===== src/rtl/iter_cnt_pkg.sv =====
// Shared types and constants for the iteration counter.
//   state_e   : FSM encoding (IDLE / RUN / HOLD)
//   DEF_*     : default build parameters
//   PASS_W    : width of the optional completed-run counter
package iter_cnt_pkg;

  typedef enum logic [1:0] {
    IDLE = 2'd0,
    RUN  = 2'd1,
    HOLD = 2'd2
  } state_e;

  localparam int          DEF_WIDTH = 24;
  localparam int          DEF_STEP  = 4;
  localparam logic [23:0] DEF_LIMIT = 24'h3FF;
  localparam int          PASS_W    = 16;

endpackage


===== src/rtl/sat_step_add.sv =====
// Combinational stride adder with clamp on carry-out.
//   a_i   : current count
//   sum_o : a_i + STEP, or all-ones if the WIDTH-bit sum overflows
module sat_step_add #(
  parameter int WIDTH = 24,
  parameter int STEP  = 4
) (
  input  logic [WIDTH-1:0] a_i,
  output logic [WIDTH-1:0] sum_o
);

  localparam logic [WIDTH:0] STEP_EXT = (WIDTH+1)'(STEP);

  logic [WIDTH:0] sum_ext;

  assign sum_ext = {1'b0, a_i} + STEP_EXT;
  // All-ones is >= any limit, so a clamped count terminates on the next step.
  assign sum_o   = sum_ext[WIDTH] ? {WIDTH{1'b1}} : sum_ext[WIDTH-1:0];

endmodule


===== src/rtl/iter_counter_param.sv =====
// Iteration counter: steps by STEP up to a latched limit, then saturates
// (WRAP=0, parks in HOLD) or restarts from 0 (WRAP=1, stays in RUN).
//   aclk     : clock
//   aresetn  : synchronous reset, active HIGH despite the name
//   clr      : synchronous clear back to IDLE
//   start    : launch a run (accepted in IDLE/HOLD)
//   en       : count enable in RUN
//   limit    : terminal threshold, latched on accepted start
//   counter  : internal count delayed one cycle
//   ovf      : terminal-reached flag
//   done     : one-cycle pulse per termination
//   busy     : state == RUN
//   pass_cnt : completed-run count, present only with ITER_COUNTER_PASS_EN
module iter_counter_param
  import iter_cnt_pkg::*;
#(
  parameter int WIDTH = DEF_WIDTH,
  parameter int STEP  = DEF_STEP,
  parameter int WRAP  = 0
) (
  input  logic              aclk,
  input  logic              aresetn,
  input  logic              clr,
  input  logic              start,
  input  logic              en,
  input  logic [WIDTH-1:0]  limit,
  output logic [WIDTH-1:0]  counter,
  output logic              ovf,
  output logic              done,
`ifdef ITER_COUNTER_PASS_EN
  output logic [PASS_W-1:0] pass_cnt,
`endif
  output logic              busy
);

  state_e             state_q, state_d;
  logic [WIDTH-1:0]   count_q, count_d;
  logic [WIDTH-1:0]   limit_q, limit_d;
  logic [WIDTH-1:0]   counter_q;
  logic [WIDTH-1:0]   step_sum;
  logic               ovf_q, ovf_d;
  logic               done_q, done_d;

  sat_step_add #(.WIDTH(WIDTH), .STEP(STEP)) u_add (
    .a_i   (count_q),
    .sum_o (step_sum)
  );

  always_comb begin
    state_d = state_q;
    count_d = count_q;
    limit_d = limit_q;
    ovf_d   = ovf_q;
    done_d  = 1'b0;
    if (clr) begin
      state_d = IDLE;
      count_d = '0;
      ovf_d   = 1'b0;
    end else begin
      case (state_q)
        IDLE, HOLD: begin
          if (start) begin
            limit_d = limit;
            count_d = '0;
            ovf_d   = 1'b0;
            state_d = RUN;
          end
        end
        RUN: begin
          if (en) begin
            if (count_q >= limit_q) begin
              ovf_d  = 1'b1;
              done_d = 1'b1;
              if (WRAP != 0) count_d = '0;
              else           state_d = HOLD;
            end else begin
              count_d = step_sum;
              ovf_d   = 1'b0;
            end
          end
        end
        default: state_d = IDLE;
      endcase
    end
  end

  always_ff @(posedge aclk) begin
    if (aresetn) begin
      state_q   <= IDLE;
      count_q   <= '0;
      limit_q   <= '0;
      counter_q <= '0;
      ovf_q     <= 1'b0;
      done_q    <= 1'b0;
    end else begin
      state_q   <= state_d;
      count_q   <= count_d;
      limit_q   <= limit_d;
      counter_q <= count_q;
      ovf_q     <= ovf_d;
      done_q    <= done_d;
    end
  end

`ifdef ITER_COUNTER_PASS_EN
  logic [PASS_W-1:0] pass_q, pass_d;

  // Counts on the same edge that raises done; start does not clear it.
  always_comb begin
    pass_d = pass_q + PASS_W'(done_d);
    if (clr) pass_d = '0;
  end

  always_ff @(posedge aclk) begin
    if (aresetn) pass_q <= '0;
    else         pass_q <= pass_d;
  end

  assign pass_cnt = pass_q;
`endif

  assign counter = counter_q;
  assign ovf     = ovf_q;
  assign done    = done_q;
  assign busy    = (state_q == RUN);

endmodule

===== config.mk =====
export PLATFORM = sky130hd
export DESIGN_NAME = iter_counter_param
export DESIGN_NICKNAME = d
export VERILOG_FILES = /design/src/rtl/iter_cnt_pkg.sv /design/src/rtl/sat_step_add.sv /design/src/rtl/iter_counter_param.sv
export SDC_FILE = /design/constraint.sdc
export NUM_CORES = 1
export LEC_CHECK = 0
export CAP_MARGIN = 40
export CORE_MARGIN = 5
export CORE_UTILIZATION = 55
export CTS_CLUSTER_DIAMETER = 40
export DETAILED_ROUTE_END_ITERATION = 16
export DONT_BUFFER_PORTS = 1
export GPL_TIMING_DRIVEN = 0
export PLACE_DENSITY = 0.8
export SLEW_MARGIN = 20
export SYNTH_ARGS = -nofsm -noshare
export SYNTH_HDL_FRONTEND = slang
export SYNTH_SLANG_ARGS = --single-unit

===== constraint.sdc =====
create_clock -name aclk -period 2.7 [get_ports aclk]
set_input_delay 0.27 -clock aclk [delete_from_list [all_inputs] [get_ports aclk]]
set_output_delay 0.27 -clock aclk [all_outputs]
set_load 0.01 [all_outputs]

Yosys cells after proc, flatten, opt, wreduce, memory -nomap -nowiden
Index checks and enable logic that the tools add are counted.

storage, ports and cells
  register bits = 76
  bits of input ports = 29
  output and inout bits = 27
  logic and storage cells = 39

operators by class
  $add $sub $neg = 1
  order comparisons = 1
  equality and inequality tests = 6
  multiplexer cells = 13
  bitwise logic cells = 3
  reduce and logical (&&, ||, !) cells = 9

operator list
  kind                   count
  $mux 24                4
  $pmux 24 s2            1
  $add 24x3->25 const B  1
  $ge 24x24->1           1
  $reduce_and 3->1       3
  $mux 2                 3
  $ne 2x2->1 const B     3
  $pmux 2 s2             1
  $reduce_and 4->1       1
  $reduce_or 2->1        2
  $reduce_or 4->1        1
  $mux 1                 3
  $not 1->1              3
  $eq 2x1->1 const B     1
  $eq 2x2->1 const B     1
  $logic_not 2->1        1
  $ne 2x1->1 const B     1
  $pmux 1 s2             1
  $reduce_bool 2->1      1

Depth between registers and ports, before layout
  depth in word-level cells = 5
  depth in mapped cells = 10
  mapped depth without buffers = 8

Cells and area by module
A second synthesis with hierarchy kept.

second synthesis, totals
  cells, all modules = 399
  area total of the unflattened synthesis = 3530.9 µm²

by module, submodules not included
  module              instances  cells an instance  area each (µm²)  sequential area each (µm²)
  iter_counter_param  1          313                2981.6           1521.5
  sat_step_add        1          86                 549.3            0.0

Worst setup path after synthesis
OpenSTA, ideal clock, no wires.

  path kind = register to register
  from = register count_q[0]
  to = register count_q[13]
  library setup time = 0.137 ns
  arrival = 2.229 ns
  data required time = 2.563 ns
  setup slack = 0.334 ns
  cell stages (with the launch flop) = 11
  path buffers = 2
  period minus slack after synthesis = 2.366 ns
  cells stage by stage = dfxtp_1 inv_1 ha_1 nand2b_1 a2111oi_0 o31ai_1 a211o_1 buf_2 o21ai_4 buf_4 o221ai_1

between the ends
  longest elaborated chain between the ends = 5
  elaborated cells between the ends (all ways) = 8
  those cells by class = add/sub: 1; order compare: 1; eq/ne: 1; mux: 4; reduce/logical: 1

RTL lines
  what                    RTL line                  RTL
  start, declared         iter_counter_param.sv:37  logic [WIDTH-1:0] count_q, count_d;
  start signal, assigned  iter_counter_param.sv:97  count_q <= count_d;
  $add 24x3->25           sat_step_add.sv:16        assign sum_ext = {1'b0, a_i} + STEP_EXT;
  $mux 24                 sat_step_add.sv:18        assign sum_o = sum_ext[WIDTH] ? {WIDTH{1'b1}} : sum_ext[WIDTH-1:0];
  $mux 24                 iter_counter_param.sv:71  if (count_q >= limit_q) begin
  $mux 24                 iter_counter_param.sv:70  if (en) begin
  $pmux 24 s2             iter_counter_param.sv:60  case (state_q)

Parallel ways exist; a longest one is shown, timed or not. The select of a mux whose other input is x is not followed.
A chain may end at the register's enable or synchronous reset.

Final worst setup path
  from = register count_q[19]
  to = register count_q[13]

Same word-level chain as after synthesis.

==> results.md <==
* Run status: finished, final reports clean
* Vias after detailed routing at 3114
* CTS sink count at 74
* Count of final max-slew check failures at 0
* Worst clock skew at 0.01528 ns
* Total Routing Usage GR at 21.58%
* IR drop worst, VDD at 371.0 uV
* Number of top-level design ports at 56
* Placed inst area at 0.003682 sq mm
* Insertion delay to the later sink of the worst-skew pair at 0.35 ns
* Horizontal die dimension at 90.75 microns
* Final RePlAce weighted congestion at 0.9685
* Antenna violations before repair at 0
* Routed Antenna Nets at 0
* Hold Crit Class: in2reg
* Ratio of cells with drive above 1 in the final layout at 11.16%
* Syn Nets at 485
* Floorplan core area at 0.006350 sq mm
* Async set-or-reset flop fraction in the synthesized netlist at 0%
* Worst Hold Slack at 0.01636 ns
* Top FF cell, synth: dfxtp_1
* Largest net degree at the start of global routing at 13
* Launching element type of the critical path: register
* Clock-pin slew of the registers on the worst-case setup and hold paths at 0.08 ns
* Final Core Density at 61.91%
* Kind of capture point of the worst setup path: register
* Setup repair after global routing missed its margin: false
* Post-route standard cell area excluding fillers at 0.003931 sq mm
* Most common cell after layout, fill and taps aside: nand2_1
* Library cells used by synthesis at 56
* Area used by sequential logic in the layout at 0.001486 sq mm
* DRC Markers at 0
* Die Area at 0.008235 sq mm
* Class of the most critical setup path: reg2reg
* Sequential fraction of the synthesis area at 41.31%
* Commonest cells after routing, fill and taps aside: 74 x nand2_1, 70 x dfxtp_1, 42 x a21oi_1, 31 x inv_1, 30 x nor2_1
* Fin worst setup slack at 0.1061 ns
* Max FO, Critical Path at 10
* Antenna diode instance count at 0
* Wire length of the first global-routing pass at 14560 microns
* Vias in the first global route at 3054
* Max H-tree Level at 3
* Top-area cell type share of the netlist area at 41.31%
* Power per cell area at 546.1 mW/mm^2
* Post-synthesis average cell area at 8.320 sq um
* Post-route fraction of the period consumed by the critical path at 96.07%
* Drt first-iter violations at 302
* Hold Path Depth at 1
* Dominant cells by area after synthesis: dfxtp_1 41%, ha_1 8.7%, nand2_1 7.7%
* Total area of multi-input combinational cells at 0.001933 sq mm
* Die span in y at 90.75 microns
* Wire length per cell after detailed routing at 16.34 microns
* Slew Limit Headroom at 58.40%
* Number of synthesized flops with an enable pin at 0
* CTS Root Buffer Type: clkbuf_8
* Mean number of vias per cell at 5.931
* Port Buf Inserts at 0
* CP required at 2.92 ns
* Actual slew at the worst max-slew pin at 0.6239 ns
* Minimum clock period after layout at 2.594 ns
* Synthesized area at 0.003586 sq mm
* Final hold vios at 0
* Number of max-cap violations at 0
* CTS hold repair buffers at 0
* Final global-route overflow total at 0
* Worst Path Arrival at 2.82 ns
* Total iterations of the first detailed-routing run at 5
* Number of rows in the core area at 29
* Upper clock frequency limit at 0.3855 GHz
* Worst-case setup slack after placement at -0.01513 ns
* Final-report setup violation count at 0
* Worst-case reg-to-reg path depth at 9
* Dominant cell type by area after synthesis: dfxtp_1
* Net count, final at 498
* Fillers at 545
* Warnings, synthesis at 0
* Synthesized instance count at 431
* TritonCTS clock tree: yes
* Number of storage elements in the synthesis netlist at 74
* Leakage power at 1.433 nW
* Area growth from synthesis to layout at 9.630%
* Maximum number of buffers from clock root to sink at 2
* Effective utilization at floorplan at 56.47%
* TritonCTS buffer count at 9
* Post-Route WL at 8577 microns
* HPWL after detailed placement at 6376 microns
-- layout make-up --
cell class | instances | share of cell area, %
Multi-Input combinational cell | 308 | 49.17
Sequential cell | 74 | 37.81
Clock buffer | 10 | 3.501
Inverter | 31 | 2.960
Tap cell | 77 | 2.451
Buffer | 18 | 2.323
Clock inverter | 5 | 1.400
Timing Repair Buffer | 2 | 0.3819
-- power by group --
group | switching [mW] | internal (mW) | total, mW | leakage (nW)
clock | 0.402 | 0.443 | 0.846 | 0.0941
sequential | 0.0110 | 1.11 | 1.12 | 0.601
combinational | 0.122 | 0.0589 | 0.181 | 0.738
total | 0.535 | 1.61 | 2.15 | 1.43
-- stage by stage --
stage | TNS [ns] | power, mW | std cells
after global placement | 0 | 1.313 | 508
after floorplan | 0 | 1.276 | 431
after global routing | 0 | 2.243 | 525
after CTS | 0 | 2.156 | 523
after detailed placement | -0.04632 | 1.319 | 508
final | 0 | 2.147 | 525
-- sequential cells by signal, indices dropped and copies added (netlist names) --
| signal | flops |
|---|---|
| done | 1 |
| count_q | 23 |
| limit_q | 24 |
| state_q | 2 |
| ovf | 1 |
| counter | 23 |
-- cell families (layout without fill, tap and decap cells) --
| kind of cell | count (synthesis) | after routing | share of synthesized area [%] |
|---|---|---|---|
| compound gates | 100 | 100 | 19.23 |
| buf+inv | 49 | 66 | 5.687 |
| fa+ha+maj | 25 | 25 | 8.723 |
| simple gates | 183 | 183 | 25.05 |
| flops | 74 | 74 | 41.31 |
-- Yosys cell counts (3+ instances only) --
library cell and n:
a211oi_1 3, a21o_1 6, a21oi_1 42, a21oi_2 5, a31oi_1 6, a41oi_1 3, and3_1 4, buf_2 4
clkbuf_1 10, dfxtp_1 74, ha_1 25, inv_1 31, nand2_1 74, nand2b_1 4, nand3_1 11, nand3_2 5
nand4_1 10, nor2_1 30, nor2b_1 19, nor3_1 12, o21ai_0 8, o221ai_1 3
-- path summary, 6_finish.rpt --
check	start	endpoint	slack, ns
hold reg to reg	limit_q[11]$_SDFFE_PP0P_	limit_q[11]$_SDFFE_PP0P_	0.46
setup reg to reg	count_q[19]$_SDFFE_PP0P_	count_q[13]$_SDFFE_PP0P_	0.11
setup / recovery	count_q[19]$_SDFFE_PP0P_	count_q[13]$_SDFFE_PP0P_	0.11
hold / removal	en	state_q[0]$_SDFFE_PP0P_	0.02
-- what timing repair did --
action	in CTS	in global routing
pin swaps	1	1
setup buffers	0	2
setup endpoints to repair	5	20
gates resized for setup	3	7
-- metal layers --
layer / GRT usage [%] / part of all wire [%] / up-vias
met5: 0 / 0 / -
met4: 8.065 / 2.0 / 0
met3: 5.583 / 8.4 / 20
met2: 33.78 / 47 / 138
met1: 28.45 / 43 / 1431
li1: - / - / 1525
-- critical path: stages (launching register included) --
cell	delay, ns
dfxtp_1	0.46
ha_1	0.30
a21oi_1	0.16
nor2_1	0.05
or4_4	0.52
a211o_1	0.24
buf_2	0.19
o21ai_4	0.24
buf_6	0.20
o221ai_1	0.12
Note: power is estimated with default switching activity, not from simulation.
